**config.mk**
```make
export PLATFORM = sky130hd
export DESIGN_NAME = fifo_uart_tx
export DESIGN_NICKNAME = d
export VERILOG_FILES = /design/src/rtl/uart_pkg.sv /design/src/rtl/uart_baud_tick.sv /design/src/rtl/fifo_uart_tx.sv
export SDC_FILE = /design/constraint.sdc
export NUM_CORES = 1
export LEC_CHECK = 0
export BUFFER_PORTS_ARGS = -buffer_cell sky130_fd_sc_hd__clkbuf_2
export CORE_ASPECT_RATIO = 2
export CORE_UTILIZATION = 55
export DETAILED_ROUTE_END_ITERATION = 6
export PLACE_DENSITY = 0.75
export SLEW_MARGIN = 20
export SYNTH_ARGS = -nofsm -noshare
export SYNTH_HDL_FRONTEND = slang
export SYNTH_SLANG_ARGS = --single-unit
```
**constraint.sdc**
```tcl
create_clock -name clk -period 2.2 [get_ports clk]
set_clock_uncertainty 0.15 [all_clocks]
set_input_delay 0.33 -clock clk [delete_from_list [all_inputs] [get_ports clk]]
set_output_delay 0.33 -clock clk [all_outputs]
set_load 0.005 [all_outputs]
```
**src/rtl/uart_pkg.sv**
```systemverilog
// uart_pkg: shared types and constants for the burst-FIFO UART drain stage.
//   state_t          - transmitter FSM states
//   CLKS_PER_BIT_DEF - default bit period (100 MHz / 115200)
//   TXD_IDLE         - idle / stop level of the serial line
//   FIFO_BURST_LEN   - bytes per FIFO burst, shared with the FIFO
package uart_pkg;

  typedef enum logic [2:0] {
    S_IDLE,
    S_FETCH,
    S_LOAD,
    S_START,
    S_DATA,
    S_PARITY,
    S_STOP
  } state_t;

  localparam int   CLKS_PER_BIT_DEF = 868;
  localparam logic TXD_IDLE         = 1'b1;
  localparam int   FIFO_BURST_LEN   = 32;

endpackage

```
**src/rtl/uart_baud_tick.sv**
```systemverilog
// uart_baud_tick: bit-period counter.
//   clk, rst  - clock, async active-high reset
//   reload    - restart the period (counter reads 0 next cycle)
//   tick      - registered, high while the count is CLKS_PER_BIT-1
//   tick_pre  - combinational, high one cycle before tick (count
//               CLKS_PER_BIT-2 with no reload); lets callers register
//               outputs that must line up with tick
module uart_baud_tick
  import uart_pkg::*;
#(
  parameter int CLKS_PER_BIT = CLKS_PER_BIT_DEF
) (
  input  logic clk,
  input  logic rst,
  input  logic reload,
  output logic tick,
  output logic tick_pre
);

  localparam int              CW   = (CLKS_PER_BIT > 1) ? $clog2(CLKS_PER_BIT) : 1;
  localparam logic [CW-1:0]   LAST = CW'(CLKS_PER_BIT - 1);
  localparam logic [CW-1:0]   PRE  = CW'(CLKS_PER_BIT - 2);

  logic [CW-1:0] cnt;

  assign tick_pre = !reload && (cnt == PRE);

  always_ff @(posedge clk or posedge rst) begin
    if (rst) begin
      cnt  <= '0;
      tick <= 1'b0;
    end else begin
      // tick is the registered form of "next count is LAST"
      tick <= tick_pre;
      if (reload || cnt == LAST) cnt <= '0;
      else                       cnt <= cnt + CW'(1);
    end
  end

endmodule

```
**src/rtl/fifo_uart_tx.sv**
```systemverilog
// fifo_uart_tx: drains the burst FIFO one byte at a time and serialises
// each byte as 8N1 (or 8E1 with PARITY_EN), LSB first.
//   clk, rst     - clock, async active-high reset
//   fifo_valid   - FIFO has a byte (sampled only in IDLE)
//   fifo_enable  - registered one-cycle read request
//   fifo_data    - FIFO read data, valid the cycle after fifo_enable
//   txd          - serial line, idles high
//   busy         - high from FETCH through the last STOP cycle
//   byte_done    - one-cycle pulse on the last STOP cycle
//   burst_done   - byte_done of every BURST_LEN-th byte
module fifo_uart_tx
  import uart_pkg::*;
#(
  parameter int CLKS_PER_BIT = CLKS_PER_BIT_DEF,
  parameter bit PARITY_EN    = 1'b0,
  parameter int BURST_LEN    = FIFO_BURST_LEN
) (
  input  logic       clk,
  input  logic       rst,
  input  logic       fifo_valid,
  output logic       fifo_enable,
  input  logic [7:0] fifo_data,
  output logic       txd,
  output logic       busy,
  output logic       byte_done,
  output logic       burst_done
);

  localparam int            BW    = (BURST_LEN > 1) ? $clog2(BURST_LEN) : 1;
  localparam logic [BW-1:0] BLAST = BW'(BURST_LEN - 1);

  state_t        st, st_nxt;
  logic [7:0]    shift, shift_nxt;
  logic [2:0]    idx, idx_nxt;
  logic          par, par_nxt;
  logic          txd_nxt;
  logic [BW-1:0] burst_cnt;
  logic          tick, tick_pre, reload;

  // Every state entry restarts the bit period; IDLE keeps it parked.
  assign reload = (st_nxt != st) || (st == S_IDLE);

  uart_baud_tick #(.CLKS_PER_BIT(CLKS_PER_BIT)) u_tick (
    .clk      (clk),
    .rst      (rst),
    .reload   (reload),
    .tick     (tick),
    .tick_pre (tick_pre)
  );

  always_ff @(posedge clk or posedge rst) begin
    if (rst) st <= S_IDLE;
    else     st <= st_nxt;
  end

  always_comb begin
    st_nxt    = st;
    shift_nxt = shift;
    idx_nxt   = idx;
    par_nxt   = par;
    case (st)
      S_IDLE:   if (fifo_valid) st_nxt = S_FETCH;
      S_FETCH:  st_nxt = S_LOAD;
      S_LOAD: begin
        shift_nxt = fifo_data;
        idx_nxt   = '0;
        par_nxt   = 1'b0;
        st_nxt    = S_START;
      end
      S_START:  if (tick) st_nxt = S_DATA;
      S_DATA: begin
        if (tick) begin
          shift_nxt = {1'b0, shift[7:1]};
          par_nxt   = par ^ shift[0];
          idx_nxt   = idx + 3'd1;
          if (idx == 3'd7) st_nxt = PARITY_EN ? S_PARITY : S_STOP;
        end
      end
      S_PARITY: if (tick) st_nxt = S_STOP;
      S_STOP:   if (tick) st_nxt = S_IDLE;
      default:  st_nxt = S_IDLE;
    endcase

    // txd is registered from next-state values so the line never glitches
    case (st_nxt)
      S_START:  txd_nxt = 1'b0;
      S_DATA:   txd_nxt = shift_nxt[0];
      S_PARITY: txd_nxt = par_nxt;
      default:  txd_nxt = TXD_IDLE;
    endcase
  end

  always_ff @(posedge clk or posedge rst) begin
    if (rst) begin
      shift       <= '0;
      idx         <= '0;
      par         <= 1'b0;
      txd         <= TXD_IDLE;
      fifo_enable <= 1'b0;
      busy        <= 1'b0;
      byte_done   <= 1'b0;
      burst_done  <= 1'b0;
      burst_cnt   <= '0;
    end else begin
      shift       <= shift_nxt;
      idx         <= idx_nxt;
      par         <= par_nxt;
      txd         <= txd_nxt;
      fifo_enable <= (st_nxt == S_FETCH);
      busy        <= (st_nxt != S_IDLE);
      // Armed one cycle early so the pulses land on the last STOP cycle.
      byte_done   <= (st == S_STOP) && tick_pre;
      burst_done  <= (st == S_STOP) && tick_pre && (burst_cnt == BLAST);
      if (st == S_STOP && tick) burst_cnt <= burst_cnt + BW'(1);
    end
  end

endmodule

```
Word level (Yosys, flattened, before mapping)
Index checks and enable logic that the tools add are counted.
{ "op_classes": {"bitwise": 1, "n_mux": 15, "n_eq_ne": 16, "n_addsub": 3, "reduce_logical": 11} }
{ "op_table": {"columns": ["op", "count"], "rows": [
  ["2-to-1 mux 3 bit", 7],
  ["case mux 3 bit (7 select lines)", 1],
  ["== test 10 bit (second input constant)", 2],
  ["== test 3 bit (second input constant)", 6],
  ["case mux 8 bit (2 select lines)", 1],
  ["adder 10 x 1 -> 10 bit (second input constant)", 1],
  ["2-to-1 mux 10 bit", 1],
  ["== test 3 x 2 -> 1 bit (second input constant)", 3],
  ["2-to-1 mux 8 bit", 1],
  ["== test 3 x 1 -> 1 bit (second input constant)", 2],
  ["case mux 3 bit (2 select lines)", 1],
  ["adder 5 x 1 -> 5 bit (second input constant)", 1],
  ["== test 5 bit (second input constant)", 1],
  ["logical AND 1 bit", 4],
  ["adder 3 x 1 -> 3 bit (second input constant)", 1],
  ["logical NOT 3 bit", 1],
  ["!= test 3 bit", 1],
  ["case mux 1 bit (3 select lines)", 1],
  ["nonzero test 3 bit", 1],
  ["logical OR 1 bit", 2],
  ["!= test 2 x 1 -> 1 bit (second input constant)", 1],
  ["case mux 1 bit (2 select lines)", 1],
  ["AND reduction 2 bit", 1],
  ["nonzero test 2 bit", 1],
  ["other kinds (3)", 3]
]} }
{ "word_totals": {"regBits": 36, "output_inout_bits": 5, "wordCells": 59, "inputBits": 11} }

Longest topological paths before layout
{ "logic_depth": {"ltp_word": 10, "depth_mapped": 8, "ltp_nobuf": 7} }

By module
From an unflattened synthesis, not the netlist that was laid out.
{ "hier_totals": {"cells_unflattened": 173, "area_unflattened_um2": 1868.0} }
{ "modules_own_cells": {"columns": ["mod", "area_per_inst_um2", "instances", "cells_each"], "rows": [
  ["fifo_uart_tx", 1320.0, 1, 120],
  ["uart_baud_tick", 548.0, 1, 53]
]} }

Least setup slack after synthesis
OpenSTA, ideal clock, no wires.
{ "synth_path": {"path_kind": "reg-to-reg", "start": "register idx[0]", "end": "register u_tick.cnt[2]", "path_slack_ns": 0.432, "path_buffers": 1, "setup_ns": 0.071, "stages_incl_launch_ff": 9, "required_ns": 1.979, "t_arrival_ns": 1.547, "period_less_slack_ns": 1.768, "cell_sequence": "dfrtp_1 ha_1 ha_1 o21a_1 o22ai_1 a32oi_1 a31o_2 buf_4 nor2_1"} }
{ "synth_between": {"elab_chain_len": 8} }
{ "synth_rtl": {"columns": ["element", "line_no", "text"], "rows": [
  ["from (decl)", "fifo_uart_tx.sv:34", "logic [2:0] idx, idx_nxt;"],
  ["from (signal assigned)", "fifo_uart_tx.sv:106", "idx <= idx_nxt;"],
  ["== test 3 bit", "fifo_uart_tx.sv:76", "if (idx == 3'd7) st_nxt = PARITY_EN ? S_PARITY : S_STOP;"],
  ["2-to-1 mux 3 bit", "fifo_uart_tx.sv:76", null],
  ["2-to-1 mux 3 bit", "fifo_uart_tx.sv:72", "if (tick) begin"],
  ["case mux 3 bit (7 select lines)", "fifo_uart_tx.sv:61", "case (st)"],
  ["!= test 3 bit", "fifo_uart_tx.sv:41", "assign reload = (st_nxt != st) || (st == S_IDLE);"],
  ["logical OR 1 bit", "fifo_uart_tx.sv:41", null],
  ["logical OR 1 bit", "uart_baud_tick.sv:35", "if (reload || cnt == LAST) cnt <= '0;"],
  ["2-to-1 mux 10 bit", "uart_baud_tick.sv:35", null],
  ["to (signal assigned)", "uart_baud_tick.sv:36", "else cnt <= cnt + CW'(1);"],
  ["to (decl)", "uart_baud_tick.sv:24", "logic [CW-1:0] cnt;"]
]} }
No other way between the ends.
A chain may end at the register's enable or synchronous reset.

Final worst setup path
{ "layout_path": {"start": "register idx[0]", "end": "register txd"} }
{ "layout_between": {"elab_chain_len": 6, "elab_cells_between_ends": 8} }
{ "layout_rtl": {"columns": ["element", "line_no", "text"], "rows": [
  ["== test 3 bit (*)", "fifo_uart_tx.sv:76", null],
  ["2-to-1 mux 3 bit (*)", "fifo_uart_tx.sv:76", null],
  ["2-to-1 mux 3 bit (*)", "fifo_uart_tx.sv:72", null],
  ["case mux 3 bit (7 select lines) (*)", "fifo_uart_tx.sv:61", null],
  ["net st_nxt[1]", "fifo_uart_tx.sv:32", "state_t st, st_nxt;"],
  ["== test 3 bit / == test 3 x 2 -> 1 bit (equally long branches)", "fifo_uart_tx.sv:85", "case (st_nxt)"],
  ["case mux 1 bit (3 select lines) (*)", "fifo_uart_tx.sv:85", null],
  ["net txd_nxt", "fifo_uart_tx.sv:36", "logic txd_nxt;"],
  ["to (signal assigned)", "fifo_uart_tx.sv:108", "txd <= txd_nxt;"],
  ["to (decl)", "fifo_uart_tx.sv:23", "output logic txd,"]
]} }
The timed path passes the listed nets; every way through them passes the cells marked *.

==> metrics.txt <==
Ant. Diodes=0; Max Freq=between 500 and 600 MHz; setup bufs post-CTS=0; global-route wire length before repair=5480 µm; grt met3 use=between 5 and 6%; count of cell types in the netlist=42; Crit. End Element=flop; fin nets=200; fraction of layout cells with a size suffix above 1=around 20%; total wire length=about 3000 µm; Worst Path Max Fanout=4; Synth top area share=49.6%; CTS tree=done; Setup TNS=0 ps; unrepaired setup endpoints after global routing=false; relative slew slack=69.9%; Cells after Synth=between 150 and 200; Least-Margin Pin Slew=452 ps; H-tree depth=2; critical-path cell list=ha_1 -> ha_1 -> a21oi_1 -> o32ai_4 -> nor2_1 -> a41oi_1 -> a21o_1; post-CTS resize count=0; slowest CP cell=dfrtp_1; DRC marker count from the first detailed-route iteration=33; die width=42.1 µm; footprint of the multi-input gates=767 µm²; Mapped Area=0.00177 mm²; Seq cells post-synth=36; area occupied by registers=902 µm²; met1 usage=22.8%; cell accounting for the most synthesized area=dfrtp_1; commonest non-fill, non-tap cell in the layout=dfrtp_1; grt met2 use=between 30% and 40%; I/O pin cnt=16; largest net degree at the start of global routing=37; Core Region=0.00301 mm²; router iterations before antenna repair=4; Slew Viols, Final=0; Area contributors post-synth=dfrtp_1, nand2_1, ha_1; Max Cap Viol=0; die area=0.00346 mm²; cell mode on critical path=ha_1; CTS Sinks=36; Post-route DRC=0; DIE HEIGHT=82.2 µm; Seq/Total Area, Yosys=51.1%; overall power=around 1.6 mW; vias post-DR=1,246; Vias/cell=5.85; final setup vio count=0; leading register cell type out of synthesis=dfrtp_1; Worst-path clk slew=about 70 ps; initial antenna violation count=0; Max Root-Sink Buffers=2; busiest grt layer=met2; insertion delay to the later sink of the worst-skew pair=280 ps; Tightest Hold Check Type=input pin to flop; critical path data arrival time=1960 ps; critical path type=flop to flop; Worst EP required=2260 ps; Layout area overhead=10.3%; commonest cells after routing, fill and taps aside=dfrtp_1, nand2_1, clkbuf_2, nor2_1, nand3_1; fillcell total=231; number of synthesized flops with an enable pin=0; Post-DP HPWL=2150 µm; Hold Vio Cnt, Final=0; max incr delay on CP=410 ps; crit start category=flop; YS warnings=0; average routed wire per standard cell=14.3 µm; gpl congestion=0.825; Leakage=0.968 nW; syn avg cell area=10.8 µm²; vias in the first global route=1,255; hold_buf cts=1; Port Buf Inserts=15; Final min period=1900 ps; period utilization=86.3%; gr usage total=a little over a fifth; Root Driver=clkbuf_8; async set or reset register ratio after synthesis=100%; total grt overflow=0; post-synthesis net count=180; Peak VDD IR=0.800 mV; status=finished, final reports clean; pwr/cell area=between 800 and 900 mW/mm²; Std-Cell Rows=28; CTS buffer count=5; initial core utilization=58.6%; antenna-violating nets left=0
-- flip-flops by register name, indices dropped and copies added, names as in the netlist, 3 cells and up --
signal / flops
burst_cnt: 5
shift: 8
u_tick.cnt: 10
idx: 3
st: 3
-- report_power, final --
part | switching (mW) | total [mW] | internal, mW
clock | 0.212 | 0.490 | 0.279
sequential | 0.0954 | 0.876 | 0.781
combinational | 0.146 | 0.271 | 0.125
total | 0.453 | 1.64 | 1.18
-- worst max-delay path: cells and delay by family, from the launching register on --
family | cells | cell delay, ps
AO/OA/AOI/OAI | 4 | 720
adder cells (fa/ha/maj) | 2 | 400
flip-flops | 1 | 410
AND/OR/NAND/NOR | 1 | 150
-- logic make-up (layout without fill, tap and decap cells) --
| kind of cell | count (synthesis) | in the layout | share of synthesized area, % |
|---|---|---|---|
| compound gates | 27 | 27 | 13.1 |
| mux | 1 | 1 | 0.850 |
| xor+xnor | 11 | 11 | 5.45 |
| fa+ha+maj | 6 | 6 | 4.25 |
| simple gates | 68 | 68 | 19.8 |
| buf+inv | 14 | 34 | 5.52 |
| flops | 36 | 36 | 51.1 |
-- area by class of cell --
| cell class | count | share of cell area (%) |
|---|---|---|
| Sequential cell | 36 | 46.3 |
| Timing Repair Buffer | 21 | 6.29 |
| Tap cell | 30 | 1.93 |
| Multi-Input combinational cell | 113 | 39.4 |
| Clock buffer | 7 | 4.95 |
| Inverter | 6 | 1.16 |
-- final timing paths --
| kind | start | endpoint | slack (ps) | cells after the start |
|---|---|---|---|---|
| max | idx[0] | txd | 300 | 7 |
| min reg2reg | burst_cnt[3] | burst_cnt[3] | 320 | 1 |
| min in group asynchronous | rst | burst_cnt[1] | 530 | 4 |
| max in group asynchronous | rst | txd | 1030 | 4 |
| min | fifo_data[4] | shift[4] | 120 | 3 |
| max reg2reg | idx[0] | txd | 300 | 7 |
-- per-stage QoR --
stage / setup WS [ps] / hold slack (ps) / utilization, % / instance area (µm²) / instances
finish: 301 / 118 / 64.7 / 1950 / 213
global route: 165 / 113 / 64.7 / 1950 / 213
CTS: 306 / 109 / 64.7 / 1950 / 213
detailed placement: 323 / 287 / 61.1 / 1840 / 205
global placement: 391 / 272 / 61.1 / 1840 / 205
floorplan: 432 / 288 / - / 1770 / 163
-- metal layers --
| metal | routed length (µm) | part of all wire (%) | vias to the layer above |
|---|---|---|---|
| met5 | 0 | 0 | - |
| met4 | 62 | 2.0 | 0 |
| met3 | 91 | 3.0 | 6 |
| met2 | 1630 | 54 | 22 |
| met1 | 1260 | 41 | 609 |
| li1 | - | - | 609 |
-- cell usage after synthesis (2+ instances only) --
cell	n
buf_6	3
nor2b_1	3
nor2_1	14
nand2_1	24
a32oi_1	2
o21a_1	2
inv_1	6
o21ai_0	2
a31oi_1	2
xor2_1	4
ha_1	6
or3_1	2
nand3_1	10
dfrtp_1	35
a22o_1	3
and3_1	4
nor4b_1	2
buf_4	3
xnor2_1	7
a22oi_1	7
Power figures use the tool's default switching activity.
